<file path="config.mk">
export PLATFORM = sky130hd
export DESIGN_NAME = regfile_cmd_sequencer
export DESIGN_NICKNAME = d
export VERILOG_FILES = /design/src/rtl/regfile_cmd_sequencer.sv
export SDC_FILE = /design/constraint.sdc
export NUM_CORES = 1
export LEC_CHECK = 0
export CAP_MARGIN = 40
export CORE_UTILIZATION = 51
export DETAILED_ROUTE_END_ITERATION = 12
export PLACE_DENSITY_LB_ADDON = 0.12
export SLEW_MARGIN = 10
export SYNTH_ARGS = -nofsm -noshare
export SYNTH_HDL_FRONTEND = slang
export SYNTH_SLANG_ARGS = --single-unit
</file>
<file path="constraint.sdc">
create_clock -name clk -period 2.4 [get_ports clk]
set_input_delay 0.48 -clock clk [delete_from_list [all_inputs] [get_ports clk]]
set_output_delay 0.48 -clock clk [all_outputs]
set_load 0.02 [all_outputs]
</file>
<file path="src/rtl/regfile_cmd_sequencer.sv">
// Command FIFO feeding a register-file control sequencer. LOAD/MOVE/NOP take one cycle;
// SWAP expands into three register-file moves through a scratch register.
module regfile_cmd_sequencer #(
  parameter int unsigned DEPTH    = 4,
  parameter int unsigned TEMP_REG = 7
) (
  input  logic        clk,
  input  logic        rst_n,
  input  logic        cmd_valid,
  output logic        cmd_ready,
  input  logic [1:0]  cmd_op,
  input  logic [2:0]  cmd_src,
  input  logic [2:0]  cmd_dst,
  input  logic [15:0] cmd_data,
  output logic [2:0]  source,
  output logic [2:0]  destination,
  output logic        move,
  output logic        in,
  output logic [15:0] data_in,
  output logic        busy,
  output logic [4:0]  fifo_count
);

  localparam int unsigned AW = (DEPTH > 1) ? $clog2(DEPTH) : 1;
  localparam logic [4:0] DepthCnt = 5'(DEPTH);
  localparam logic [2:0] TempReg  = 3'(TEMP_REG);

  localparam logic [1:0] OpNop  = 2'b00;
  localparam logic [1:0] OpLoad = 2'b01;
  localparam logic [1:0] OpMove = 2'b10;
  localparam logic [1:0] OpSwap = 2'b11;

  typedef enum logic [1:0] {StIdle, StSwapA, StSwapB} state_e;

  state_e          state_q, state_d;
  logic [23:0]     mem_q [DEPTH];
  logic [AW-1:0]   wr_ptr_q, rd_ptr_q;
  logic [4:0]      count_q, count_d;
  logic [2:0]      swap_src_q, swap_src_d, swap_dst_q, swap_dst_d;
  logic [2:0]      source_q, source_d, destination_q, destination_d;
  logic [15:0]     data_q, data_d;
  logic            move_q, move_d, in_q, in_d;
  logic            push, pop;

  logic [1:0]      head_op;
  logic [2:0]      head_src, head_dst;
  logic [15:0]     head_data;

  assign {head_op, head_src, head_dst, head_data} = mem_q[rd_ptr_q];

  // Ready ignores a same-cycle pop: a full FIFO never accepts.
  assign cmd_ready = rst_n && (count_q < DepthCnt);
  assign push      = cmd_valid && cmd_ready;

  always_comb begin
    state_d       = state_q;
    swap_src_d    = swap_src_q;
    swap_dst_d    = swap_dst_q;
    source_d      = source_q;
    destination_d = destination_q;
    data_d        = data_q;
    move_d        = 1'b0;
    in_d          = 1'b0;
    pop           = 1'b0;
    unique case (state_q)
      StIdle: begin
        if (count_q != 5'd0) begin
          pop = 1'b1;
          case (head_op)
            OpLoad: begin
              in_d          = 1'b1;
              destination_d = head_dst;
              data_d        = head_data;
            end
            OpMove: begin
              move_d        = 1'b1;
              source_d      = head_src;
              destination_d = head_dst;
            end
            OpSwap: begin
              // A self-swap is a no-op; everything else goes through the scratch register.
              if (head_src != head_dst) begin
                move_d        = 1'b1;
                source_d      = head_src;
                destination_d = TempReg;
                swap_src_d    = head_src;
                swap_dst_d    = head_dst;
                state_d       = StSwapA;
              end
            end
            OpNop: ;
            default: ;
          endcase
        end
      end
      StSwapA: begin
        move_d        = 1'b1;
        source_d      = swap_dst_q;
        destination_d = swap_src_q;
        state_d       = StSwapB;
      end
      StSwapB: begin
        move_d        = 1'b1;
        source_d      = TempReg;
        destination_d = swap_dst_q;
        state_d       = StIdle;
      end
      default: state_d = StIdle;
    endcase
    count_d = count_q + {4'b0, push} - {4'b0, pop};
  end

  always_ff @(posedge clk) begin
    if (!rst_n) begin
      state_q       <= StIdle;
      wr_ptr_q      <= '0;
      rd_ptr_q      <= '0;
      count_q       <= '0;
      swap_src_q    <= '0;
      swap_dst_q    <= '0;
      source_q      <= '0;
      destination_q <= '0;
      data_q        <= '0;
      move_q        <= 1'b0;
      in_q          <= 1'b0;
    end else begin
      state_q       <= state_d;
      count_q       <= count_d;
      swap_src_q    <= swap_src_d;
      swap_dst_q    <= swap_dst_d;
      source_q      <= source_d;
      destination_q <= destination_d;
      data_q        <= data_d;
      move_q        <= move_d;
      in_q          <= in_d;
      if (push) wr_ptr_q <= wr_ptr_q + 1'b1;
      if (pop)  rd_ptr_q <= rd_ptr_q + 1'b1;
    end
  end

  always_ff @(posedge clk) begin
    if (push) mem_q[wr_ptr_q] <= {cmd_op, cmd_src, cmd_dst, cmd_data};
  end

  assign source      = source_q;
  assign destination = destination_q;
  assign move        = move_q;
  assign in          = in_q;
  assign data_in     = data_q;
  assign fifo_count  = count_q;
  assign busy        = (count_q != 5'd0) || (state_q != StIdle);

endmodule

</file>
# --- Word-level counts from Yosys, hierarchy flattened ---
# Memory sizes are Yosys's and may differ from the RTL's. A register that Yosys moved wholly into a read port is not among the register bits.
# Index checks and enable logic that the tools add are counted.
word_totals:
  regBits: 41
  ram_bits: 96
  inputBits: 27
  output_inout_bits: 31
  word_cells: 67
  memories: 1
memory_table:
  columns: ["memory", "depth", "word_bits", "rd", "rd_ports_with_merged_regs", "write_ports", "line", "text"]
  rows:
  - ["mem_q", 4, 24, 1, 1, 1, "36", "logic [23:0] mem_q [DEPTH];"]
classes:
  add_sub_neg: 4
  order_cmp: 1
  n_eq_ne: 12
  n_mux: 23
  reduce_logical: 15
ops:
  columns: ["op", "n"]
  rows:
  - ["$pmux W3 S3", 2]
  - ["$mux W3", 4]
  - ["$pmux W3 S2", 2]
  - ["$reduce_and A4 Y1", 3]
  - ["$mux W2", 5]
  - ["$reduce_and A3 Y1", 3]
  - ["$mux W1", 7]
  - ["$eq A2 B2 Y1 const B", 3]
  - ["$add A5 B1 Y5", 1]
  - ["$lt A5 B3 Y1 const B", 1]
  - ["$reduce_bool A5 Y1", 1]
  - ["$sub A5 B1 Y5", 1]
  - ["$add A2 B1 Y2 const B", 2]
  - ["$eq A2 B1 Y1 const B", 2]
  - ["$ne A2 B2 Y1 const B", 2]
  - ["$pmux W1 S2", 2]
  - ["$pmux W2 S2", 1]
  - ["$reduce_or A2 Y1", 2]
  - ["$ne A3 B1 Y1 const B", 1]
  - ["$ne A3 B2 Y1 const B", 1]
  - ["$ne A3 B3 Y1", 1]
  - ["$ne A3 B3 Y1 const B", 1]
  - ["$reduce_bool A3 Y1", 1]
  - ["$logic_and A1 B1 Y1", 2]
  - ["4 further kinds", 4]

# --- Longest topological paths before layout ---
depth:
  depth_word: 5
  depth_mapped: 15
  ltp_nobuf: 15

# --- Worst setup path after synthesis ---
# OpenSTA, ideal clock, no wires.
synth_path:
  path_type: "register -> register"
  start: "reg count_q[2] (netlist: fifo_count[2])"
  end: "reg count_q[4] (netlist: fifo_count[4])"
  setup_time_ps: 76
  arrival_ps: 2604
  t_required_ps: 2324
  path_slack_ps: -280
  stages_incl_launch_ff: 16
  n_path_buf: 0
  period_less_slack_ps: 2680
  path_cell_list: "dfxtp_1 -> inv_1 -> ha_1 -> nor4b_1 -> nand2b_1 -> inv_1 -> ha_1 -> inv_1 -> ha_1 -> inv_1 -> fa_1 -> inv_1 -> a21oi_1 -> nor2_1 -> or3_1 -> a21boi_0"
synth_via:
  elab_cells_between_ends: 8
  classes_between: "2 x add/sub; 1 x order compare; 2 x mux; 3 x reduce/logical"
synth_rtl:
  columns: ["element", "line", "text"]
  rows:
  - ["start, declared", "38", "logic [4:0] count_q, count_d;"]
  - ["start signal, assigned", "128", "count_q <= count_d;"]
  - ["$reduce_bool A5 Y1", "67", "if (count_q != 5'd0) begin"]
  - ["$mux W1", "67", null]
  - ["$mux W1", "65", "unique case (state_q)"]
  - ["via pop", "43", "logic push, pop;"]
  - ["$sub A5 B1 Y5", "110", "count_d = count_q + {4'b0, push} - {4'b0, pop};"]
# The timed path passes the listed nets, and every way through them passes these cells.
# A chain may end at the register's enable or synchronous reset.

# --- Worst setup path after layout ---
# Same ends and word-level chain as after synthesis.

==> flow_metrics.tcl <==
set metrics [dict create \
    synth_cells 370 \
    yosysWarnings 0 \
    via_per_inst 5.24 \
    synth_common_cells "edfxtp_1 (96), nand2_1 (59), dfxtp_1 (43)" \
    drv_cap 0 \
    use_met1_pct 26.8 \
    initial_core_util_pct 52.4 \
    wire_per_inst_um 17.0 \
    die_x_um 108 \
    core.rowCount 38 \
    rsz0062_at_grt "yes" \
    routabilityCongestion 0.776 \
    yosysTopAreaCell "edfxtp_1" \
    synth_edf_count 96 \
    hold_violations 0 \
    postPlaceCellArea_um2 6670 \
    clock_path_buffers 2 \
    ant_nets 0 \
    grt_most_used_layer "met2" \
    antenna_cells 0 \
    die_height_um 108 \
    vias 3243 \
    die_area_um2 11600 \
    yosysUniqueCellTypes 41 \
    preCtsSetupSlack_ps -312 \
    track_usage_pct 20.5 \
    coreArea_um2 10800 \
    cts_tree "done" \
    worstMarginPinSlew_ps 528 \
    cts_root_buf "clkbuf_8" \
    slew_headroom_pct 64.8 \
    r2r_slack_ps 20 \
    use_met2_pct 32.6 \
    slew_viol_final 0 \
    grt_first_pass_wirelength_um 16700 \
    ir_drop_mv 0.690 \
    grt_pass1_vias 3213 \
    worst_slack_ps 17.6 \
    arrival_ps 2820 \
    ys_top_cells_by_area "edfxtp_1 (51%), dfxtp_1 (15%), mux4_1 (5.5%)" \
    setup_tns_ps 0 \
    fin_crit_sh_pct 99.3 \
    hold_end "swap_src_q[2]" \
    min-delay-start "swap_src_q[2]" \
    clk_latency_ps 520 \
    reg2regPathDepth 15 \
    nets 514 \
    overflow 0 \
    avgSynthCellArea_um2 15.4 \
    clk_pin_slew_worst_paths_ps 60 \
    worst_hold_path_type "reg -> reg" \
    finalCriticalPeriod_ps 2380 \
    numPortBuffers 57 \
    power_density_nw_per_um2 1220 \
    drt_iter0_markers 190 \
    drive_gt1_share_pct 20.9 \
    ioPinCount 58 \
    worstSetupPathType "reg -> reg" \
    design_area_um2 7310 \
    syn_nets 418 \
    r2r-start "fifo_count[2]" \
    syn_area_um2 5680 \
    crit_required_ps 2840 \
    skew_ps 11.6 \
    hpwl_um 6430 \
    ys.flop_type "edfxtp_1" \
    synth_most_common_cell "edfxtp_1" \
    cts_made_buffers 17 \
    clock.fmax_mhz 420 \
    setup_viol 0 \
    grt_max_degree 57 \
    h-tree-depth 4 \
    worstPathMaxFanout 2 \
    grtUsageMet3_pct 5.33 \
    fin_total_pwr_mw 8.88 \
    synth_seq_cells 139 \
    min_path_cells 2 \
    rr_endpoint "fifo_count[4]" \
    clock_sinks 139 \
    synth_top_area_share_pct 50.7 \
    first_pass_iters 4 \
    finalWirelength_um 10500 \
    worstSetupStartpointType "flop" \
    critical_path.endpoint_type "flop" \
    antenna_found_initial 0 \
    synth-seq-area-share_pct 65.9 \
    area_delta_synth_final_pct 28.6 \
    total_leakage_power_nw 2.62 \
    fin_util_pct 67.4 \
    async_flop_share_pct 0 \
    status "finished clean" \
    drc_errors 0 \
]
==> logic make-up (layout without fill, tap and decap cells) <==
| logic type | after synthesis | in the layout | synth area share [%] |
|---|---|---|---|
| AOI/OAI and AO/OA | 45 | 45 | 5.70 |
| xor gates and xnor gates | 8 | 8 | 1.63 |
| adders and majority gates | 21 | 21 | 4.76 |
| buffers and inverters | 34 | 143 | 2.88 |
| DFF | 139 | 139 | 65.9 |
| muxes | 32 | 32 | 11.7 |
| and+or+nand+nor | 91 | 91 | 7.44 |
==> cell type report <==
class | count | area (um2)
well taps | 140 | 175
clock buffers | 26 | 498
flip-flops and latches | 139 | 3750
clock inverters | 6 | 62.6
repair buffers | 93 | 908
inverters | 18 | 72.6
multi-input cells | 197 | 1840
fillers | 786 | 3530
==> critical path: stages (launching register included) <==
cell      delay, ps
dfxtp_2         320
inv_2            70
ha_4            120
nor4b_4         220
nand2b_4        200
inv_4            40
ha_4            250
inv_2            40
ha_4            150
inv_2            50
fa_2            190
inv_1            40
a21oi_1         110
nor2_1           60
or3_1           300
a21boi_1        140
==> state kept, by name, indices dropped and copies added, names as in the netlist, named ones only <==
name,cells
wr_ptr_q,2
swap_src_q,3
destination,3
state_q,2
swap_dst_q,3
mem_q,96
rd_ptr_q,2
data_in,16
source,3
fifo_count,5
in,1
move,1
==> routing by layer <==
| metal | wire [um] | vias up |
|---|---|---|
| li1 | - | 1574 |
| met1 | 4840 | 1595 |
| met2 | 5180 | 60 |
| met3 | 351 | 14 |
| met4 | 151 | 0 |
| met5 | 0 | - |
==> report_power, final <==
part / internal (mW) / switching (mW)
registers: 2.89 / 0.162
clock network: 1.51 / 0.913
logic: 1.74 / 1.67
total: 6.14 / 2.74
==> per-stage QoR <==
step                      hold slack (ps)  instances
after global routing                  476        619
after floorplan                       429        370
after global placement                442        582
after CTS                             459        617
after detailed placement              451        582
final                                 456        619
==> worst max path at each step <==
stage                             start  cells after the start             to
final                     fifo_count[2]                     15  fifo_count[4]
after global routing      fifo_count[2]                     15  fifo_count[4]
after CTS                 fifo_count[3]                     15  fifo_count[4]
after detailed placement      cmd_valid                     13  fifo_count[4]
after global placement        cmd_valid                     13  fifo_count[4]
after floorplan           fifo_count[3]                     15  fifo_count[4]
==> layout by cell type, fill, tap and decap left out, drive strengths merged, types with 2 or more instances in the layout <==
master         count
nor2b              3
dfxtp             43
mux2i              8
xnor2              6
o211ai             5
and2               8
edfxtp            96
a21boi            17
a22oi              3
a21oi              7
nand3              6
buf               37
nand2             59
clkinvlp           2
xor2               2
and3               6
o311ai             3
nor2               2
clkdlybuf4s50     54
clkinv             3
clkbuf            27
inv               18
ha                20
mux4              24
o21ai              7
==> repair_timing <==
action / in CTS / in global routing
setup endpoints to repair: 3 / 3
hold buffers: 0 / 0
pin swaps: 4 / 4
setup buffers: 3 / 2
endpoints found under the hold margin: 0 / 0
gates resized for setup: 10 / 8
(Power assumes the default switching activity.)
